## config.mk

```make
export PLATFORM = sky130hd
export DESIGN_NAME = axis_route_stamp_flat
export DESIGN_NICKNAME = d
export VERILOG_FILES = /design/src/rtl/axis_route_stamp_if.sv /design/src/rtl/axis_route_stamp.sv /design/src/flat_wrapper.sv
export SDC_FILE = /design/constraint.sdc
export NUM_CORES = 1
export LEC_CHECK = 0
export BUFFER_PORTS_ARGS = -buffer_cell sky130_fd_sc_hd__buf_2
export CAP_MARGIN = 20
export CORE_UTILIZATION = 30
export DETAILED_ROUTE_END_ITERATION = 7
export GPL_TIMING_DRIVEN = 1
export HOLD_SLACK_MARGIN = 0.1
export PLACE_DENSITY = 0.51
export RECOVER_POWER = 25
export SLEW_MARGIN = 20
export SYNTH_ARGS = -nofsm -noshare
export SYNTH_HDL_FRONTEND = slang
export SYNTH_SLANG_ARGS = --single-unit
export TNS_END_PERCENT = 20
```

## constraint.sdc

```tcl
create_clock -name aclk -period 5.7 [get_ports aclk]
set_clock_uncertainty 0.1 [all_clocks]
set_input_delay 1.14 -clock aclk [delete_from_list [all_inputs] [get_ports aclk]]
set_output_delay 1.14 -clock aclk [all_outputs]
set_load 0.03 [all_outputs]
```

## src/rtl/axis_route_stamp_if.sv

```systemverilog
// AXI4-Stream bundle between a vFPGA region, the route-stamp stage and the CEU switch.
// The sink side carries no tdest; the stamp stage is what adds it.
interface axis_route_stamp_if #(
    parameter int DATA_BITS = 32,
    parameter int PID_BITS  = 4
);
    logic                   tvalid;
    logic                   tready;
    logic [DATA_BITS-1:0]   tdata;
    logic [DATA_BITS/8-1:0] tkeep;
    logic                   tlast;
    logic [PID_BITS-1:0]    tid;
    logic [13:0]            tdest;

    modport master (output tvalid, tdata, tkeep, tlast, tid, tdest, input tready);
    modport slave  (input tvalid, tdata, tkeep, tlast, tid, output tready);
endinterface

```

## src/rtl/axis_route_stamp.sv

```systemverilog
// Per-region ingress stage: freezes the programmed route for a whole packet, stamps it
// on tdest through a one-deep register slice, and discards packets aimed at a missing port.
//
//   state | meaning
//   IDLE  | between packets; active route follows pending, next beat is a first beat
//   PASS  | forwarding a packet with the route frozen at its first beat
//   DROP  | swallowing the rest of a packet whose port index was out of range
module axis_route_stamp #(
    parameter int N_ID      = 3,
    parameter int DATA_BITS = 32,
    parameter int PID_BITS  = 4
) (
    input  logic                aclk,
    input  logic                areset,
    input  logic [13:0]         cfg_route,
    input  logic                cfg_we,
    axis_route_stamp_if.slave   s,
    axis_route_stamp_if.master  m,
    output logic [13:0]         route_active,
    output logic [31:0]         stat_pkts,
    output logic [15:0]         stat_drops
);
    localparam logic [3:0] N_PORTS = 4'(2 * N_ID);

    typedef enum logic [1:0] {IDLE, PASS, DROP} state_t;

    state_t                 state_q, state_d;
    logic [13:0]            pending_route, active_route, route_sel;
    logic                   route_ok;
    logic                   rdy_en, ready, fire, fwd, drop_first;

    logic                   vld_q, last_q;
    logic [DATA_BITS-1:0]   data_q;
    logic [DATA_BITS/8-1:0] keep_q;
    logic [PID_BITS-1:0]    id_q;
    logic [13:0]            dest_q;

    // pending_route is the registered value, so a same-cycle cfg_we only reaches the next packet
    assign route_sel = (state_q == IDLE) ? pending_route : active_route;
    assign route_ok  = {1'b0, route_sel[5:3]} < N_PORTS;

    always_comb begin
        state_d    = state_q;
        fwd        = 1'b0;
        drop_first = 1'b0;
        ready      = rdy_en & (!vld_q | m.tready);
        if (state_q == DROP) ready = rdy_en;
        fire = s.tvalid & ready;
        case (state_q)
            IDLE: begin
                if (fire) begin
                    if (route_ok) begin
                        fwd = 1'b1;
                        if (!s.tlast) state_d = PASS;
                    end else begin
                        drop_first = 1'b1;
                        if (!s.tlast) state_d = DROP;
                    end
                end
            end
            PASS: begin
                if (fire) begin
                    fwd = 1'b1;
                    if (s.tlast) state_d = IDLE;
                end
            end
            DROP: begin
                if (fire && s.tlast) state_d = IDLE;
            end
            default: state_d = IDLE;
        endcase
    end

    always_ff @(posedge aclk or posedge areset) begin
        if (areset) begin
            state_q       <= IDLE;
            rdy_en        <= 1'b0;
            pending_route <= '0;
            active_route  <= '0;
            vld_q         <= 1'b0;
            last_q        <= 1'b0;
            data_q        <= '0;
            keep_q        <= '0;
            id_q          <= '0;
            dest_q        <= '0;
            stat_pkts     <= '0;
            stat_drops    <= '0;
        end else begin
            state_q      <= state_d;
            rdy_en       <= 1'b1;
            active_route <= route_sel;
            if (cfg_we) pending_route <= cfg_route;

            if (fwd) begin
                vld_q  <= 1'b1;
                last_q <= s.tlast;
                data_q <= s.tdata;
                keep_q <= s.tkeep;
                id_q   <= s.tid;
                dest_q <= route_sel;
            end else if (m.tready) begin
                vld_q <= 1'b0;
            end

            if (fwd && s.tlast) stat_pkts <= stat_pkts + 32'd1;
            if (drop_first && stat_drops != 16'hFFFF) stat_drops <= stat_drops + 16'd1;
        end
    end

    assign s.tready     = ready;
    assign m.tvalid     = vld_q;
    assign m.tlast      = last_q;
    assign m.tdata      = data_q;
    assign m.tkeep      = keep_q;
    assign m.tid        = id_q;
    assign m.tdest      = dest_q;
    assign route_active = active_route;
endmodule
```

## src/flat_wrapper.sv

```systemverilog
// flat-port wrapper written by rule: the top's interface ports become plain ports
module axis_route_stamp_flat 
#(
    parameter int N_ID      = 3,
    parameter int DATA_BITS = 32,
    parameter int PID_BITS  = 4
)
  (aclk, areset, cfg_route, cfg_we, route_active, stat_pkts, stat_drops, s_tvalid, s_tdata, s_tkeep, s_tlast, s_tid, s_tready, m_tvalid, m_tdata, m_tkeep, m_tlast, m_tid, m_tdest, m_tready);
  axis_route_stamp_if #(.DATA_BITS(DATA_BITS), .PID_BITS(PID_BITS)) s_i ();
  axis_route_stamp_if #(.DATA_BITS(DATA_BITS), .PID_BITS(PID_BITS)) m_i ();
  input  logic aclk;
  input  logic areset;
  input  logic [13:0] cfg_route;
  input  logic cfg_we;
  output logic [13:0] route_active;
  output logic [31:0] stat_pkts;
  output logic [15:0] stat_drops;
  input wire logic [$bits(s_i.tvalid)-1:0] s_tvalid;
  input wire logic [$bits(s_i.tdata)-1:0] s_tdata;
  input wire logic [$bits(s_i.tkeep)-1:0] s_tkeep;
  input wire logic [$bits(s_i.tlast)-1:0] s_tlast;
  input wire logic [$bits(s_i.tid)-1:0] s_tid;
  output wire logic [$bits(s_i.tready)-1:0] s_tready;
  output wire logic [$bits(m_i.tvalid)-1:0] m_tvalid;
  output wire logic [$bits(m_i.tdata)-1:0] m_tdata;
  output wire logic [$bits(m_i.tkeep)-1:0] m_tkeep;
  output wire logic [$bits(m_i.tlast)-1:0] m_tlast;
  output wire logic [$bits(m_i.tid)-1:0] m_tid;
  output wire logic [$bits(m_i.tdest)-1:0] m_tdest;
  input wire logic [$bits(m_i.tready)-1:0] m_tready;
  assign s_i.tvalid = s_tvalid;
  assign s_i.tdata = s_tdata;
  assign s_i.tkeep = s_tkeep;
  assign s_i.tlast = s_tlast;
  assign s_i.tid = s_tid;
  assign s_tready = s_i.tready;
  assign m_tvalid = m_i.tvalid;
  assign m_tdata = m_i.tdata;
  assign m_tkeep = m_i.tkeep;
  assign m_tlast = m_i.tlast;
  assign m_tid = m_i.tid;
  assign m_tdest = m_i.tdest;
  assign m_i.tready = m_tready;
  axis_route_stamp #(.N_ID(N_ID), .DATA_BITS(DATA_BITS), .PID_BITS(PID_BITS)) u_core (.aclk(aclk), .areset(areset), .cfg_route(cfg_route), .cfg_we(cfg_we), .s(s_i), .m(m_i), .route_active(route_active), .stat_pkts(stat_pkts), .stat_drops(stat_drops));
endmodule
```

### After elaboration in Yosys (flattened, before gate mapping)

Index checks and enable logic that the tools add are counted.

* output and inout bits: 119
* word-level logic and storage cells: 52
* flip-flop bits (word level): 135
* input port bits: 60

* multiplexer cells: 19
* reductions and logical operators: 7
* $add $sub $neg: 2
* equal/unequal tests: 8
* order comparisons: 1
* bitwise logic cells: 3

Operators with widths (count)
* $add 32x1->32 const B: 1
* $add 16x1->16 const B: 1
* $ne 16x16->1 const B: 1
* $mux 14: 1
* $mux 2: 7
* $mux 1: 9
* $ne 2x2->1 const B: 3
* $pmux 2 s3: 1
* $reduce_and 5->1: 1
* $ne 2x1->1 const B: 2
* $logic_and 1x1->1: 3
* $lt 3x3->1 const B: 1
* $and 1x1->1: 2
* $eq 2x1->1 const B: 1
* $eq 2x2->1 const B: 1
* $logic_not 2->1: 1
* $pmux 1 s2: 1
* $reduce_bool 2->1: 1
* $logic_not 1->1: 1
* $or 1x1->1: 1

### Depth between registers and ports, before layout

* depth after elaboration: 8
* gate-level depth with buffers: 7
* gate-level depth less buffers: 6

### Worst setup path before layout

OpenSTA, ideal clock, no wires.

* kind: in2out
* start point: in m_tready
* end point: out s_tready
* buffers on the path: 0
* arrival time: 1932 ps
* cell stages on the path: 2
* slack: 2528 ps
* data required time: 4460 ps
* path through: nor2b_1 a21boi_0

* word-level cells in the longest chain between the ends: 3

RTL lines
* from (decl): RTL line flat_wrapper.sv:30 `input wire logic [$bits(m_i.tready)-1:0] m_tready;`
* $or 1x1->1: RTL line axis_route_stamp.sv:46 `ready = rdy_en & (!vld_q | m.tready);`
* $and 1x1->1: RTL line axis_route_stamp.sv:46
* $mux 1: RTL line axis_route_stamp.sv:47 `if (state_q == DROP) ready = rdy_en;`
* to (decl): RTL line flat_wrapper.sv:23 `output wire logic [$bits(s_i.tready)-1:0] s_tready;`

No other way between the ends.

### Final worst setup path

* start point: reg u_core.state_q[1]
* end point: reg u_core.stat_drops[7]

* word-level cells in the longest chain between the ends: 7
* elaborated cells on any way between the ends: 10
* those cells by class: order compare: 1; eq/ne: 1; mux: 5; bitwise: 1; reduce/logical: 2

RTL lines
* from (decl): RTL line axis_route_stamp.sv:27 `state_t state_q, state_d;`
* from (signal assigned): RTL line axis_route_stamp.sv:89 `state_q <= state_d;`
* $logic_not 2->1: RTL line axis_route_stamp.sv:39, axis_route_stamp.sv:49
* $mux 14: RTL line axis_route_stamp.sv:39 `assign route_sel = (state_q == IDLE) ? pending_route : active_route;`
* $lt 3x3->1: RTL line axis_route_stamp.sv:40 `assign route_ok = {1'b0, route_sel[5:3]} < N_PORTS;`
* $mux 1: RTL line axis_route_stamp.sv:52 `if (route_ok) begin`
* $mux 1: RTL line axis_route_stamp.sv:51 `if (fire) begin`
* $mux 1 *: RTL line axis_route_stamp.sv:49 `case (state_q)`
* $logic_and 1x1->1 *: RTL line axis_route_stamp.sv:106 `if (drop_first && stat_drops != 16'hFFFF) stat_drops <= stat_drops + 16'd1;`
* to (signal assigned): RTL line axis_route_stamp.sv:106
* to (decl): RTL line axis_route_stamp.sv:21 `output logic [15:0] stat_drops`

Mark *: on every way between the ends. The rest lies on a longest branch, timed or not.
A chain may end at the register's enable or synchronous reset.

==> flow_summary.ini <==
[critical_path]
cp.arrival_ps = 3620
r2r_end = u_core.stat_drops[7]
r2r_setup_slack_ps = 2300
worst-path-max-fanout = 15
r2r.worst_path.cells = 5
crit_path_end_kind = register
startpoint_type = register
crit_required_ps = 5930
r2r_start = u_core.state_q[1]
critPathKind = register to register

[synth]
synth_nets = 582
ys_warn_count = 0
synth_edf_count = 0
synth.yosys.seq_area_share_pct = 61.1
syn-instance-count = 520
ys_seq_elements = 135
synth_area_leaders = dfrtp_1 (61%), nand2_1 (13%), mux2_2 (6.3%)
syn_avg_cell_area_um2 = 10.6
syn_area_um2 = 5530
synth_cell_types = 36
synth_top_cell_area_share_pct = 61.1
async_flop_share_pct = 100
yosysTopAreaCell = dfrtp_1
ys.flop_type = dfrtp_1

[clocking]
htreeDepth = 4
cts_setup_buffers = 0
clkSinkCount = 135
cts_tree = yes
cts_buffers = 17
postCtsHoldBufs = 0
clk_pin_slew_worst_paths_ps = 50
cts-root-buf = clkbuf_16
clk_latency_ps = 410
cts_resized = 0
clockBufferDepth = 2

[drt]
dr.pass1.iters = 4
wl_um = 13400
vias = 4298
vias_per_cell = 4.57
drc = 0
post_drt_wl_per_cell_um = 14.2
dr.first_iter.drc_count = 167
antenna_left = 0

[global_routing]
grt_pass1_wl_um = 21500
grt_max_degree = 108
antenna_found_initial = 0
grt_use_total_pct = 14.9
grt_pass1_vias = 4262
overflow = 0

[outcome]
status = complete, but fails checks
violations = capacitance limit, slew limit

[layout]
most-common-layout-cells = nand2_1 (190), buf_2 (176), dfrtp_1 (135), xnor2_1 (31), mux2_2 (22)
nNetsFinal = 763
diodes = 0
area_growth_pct = 29.9
drive_gt1_share_pct = 33.3
layout_commonest_cell = nand2_1
final_design_area_no_fill_um2 = 7190
final_cells = 941
final_util_pct = 39.9

[sta]
fin_tns_setup_ps = 0
setup_viol = 0
rsz0062_at_grt = no
final.min_clock_period_ps = 3400
fin_crit_sh_pct = 59.6
max_freq_mhz = 294
tightest_slew_ps = 2230
slew_headroom_pct = -48.9
maxSlewViolCount = 108
hold_viol_final = 0

[floorplanning]
initial_core_util_pct = 30.7
ios = 179
die_y_um = 138
die_area_um2 = 19000
coreArea_um2 = 18000
fp.dieW_um = 138
rows = 49

[worst_hold_path]
holdPathStages = 2
holdPathEnd = u_core.m.tdata[20]
hp-start = u_core.m.tdata[20]
hold_class = register to register

[job]
drv_cap = 1

[placement]
place_inst = 911
hpwl_um = 9230
place.gp.congestion = 0.760
place_area_um2 = 6670
numPortBuffers = 178

[power_and_ir_drop]
power_leakage_nw = 3.73
total_power_mw = 3.07
ir_drop_v = 0.000211
power.density_nw_per_um2 = 428
==> logic make-up after synthesis <==
kind of cell             Yosys count  share of synthesized area (%)
buffers and inverters             22                           1.54
flip-flops                       135                           61.1
adder cells (fa/ha/maj)            2                          0.452
multiplexers                      31                           6.31
other                              1                         0.0678
XOR/XNOR                          43                           6.81
AO/OA/AOI/OAI                      6                          0.679
AND/OR/NAND/NOR                  280                           23.1
==> cell type report <==
cell class | instances | area, um^2
fill | 1854 | 10800
timing repair buffer | 180 | 903
clock buffer | 20 | 447
inverter | 4 | 18.8
clock inverter | 10 | 82.6
multi-input combinational | 363 | 2070
sequential | 135 | 3380
tap | 229 | 287
==> state kept, by name (all words and copies together) (netlist names) <==
register and flops:
u_core.rdy_en 1, u_core.m.tid 4, u_core.stat_pkts 32, u_core.stat_drops 16, u_core.m.tkeep 4, u_core.state_q 2, u_core.m.tlast 1, u_core.m.tvalid 1
u_core.route_active 14, u_core.m.tdata 32, u_core.m.tdest 14, u_core.pending_route 14
==> power breakdown <==
group	internal, mW	switching [mW]
Combinational	0.238	0.580
Clock	0.600	0.399
Sequential	1.14	0.118
Total	1.98	1.10
==> per-layer routing <==
metal | part of all wire [%] | track usage [%] | vias to the layer above
met4 | 0.93 | 4.77 | 0
li1 | - | - | 2075
met3 | 6.4 | 5.56 | 10
met2 | 48 | 23.2 | 121
met5 | 0 | 0 | -
met1 | 45 | 19.1 | 2092
==> synth_stat cells (3+ instances only) <==
master      n
a21oi_1     3
and3_1      4
clkbuf_1   14
dfrtp_1   135
inv_1       4
mux2_2     31
nand2_1   190
nand3_1    19
nand4_1    17
nor2_1     11
nor2b_1     4
nor3_1      7
nor4_1      7
or4_1       4
xnor2_1    31
xor2_1     12
==> through the flow <==
stage	worst slack [ps]	hold WS [ps]
2_1_floorplan	849	375
3_3_place_gp	1940	355
3_5_place_dp	1820	359
4_1_cts	2260	372
5_1_grt	2040	394
6_report	2300	371
==> critical path, cell delays in order (launching register included) <==
cell,delay [ps]
dfrtp_1,450
nor2_1,1080
or4b_1,650
or4_1,710
nor2_2,150
xor2_1,170
==> worst max-delay path by stage <==
stage                      start               endpoint  cells after the start
3_3_place_gp            m_tready   u_core.stat_pkts[20]                      6
3_5_place_dp            m_tready   u_core.stat_pkts[20]                      6
4_1_cts                 m_tready   u_core.stat_pkts[20]                      6
2_1_floorplan             areset      u_core.m.tdata[0]                      1
6_report       u_core.state_q[1]   u_core.stat_drops[7]                      5
5_1_grt        u_core.state_q[1]  u_core.stat_drops[13]                      5
Power figures use the tool's default switching activity.
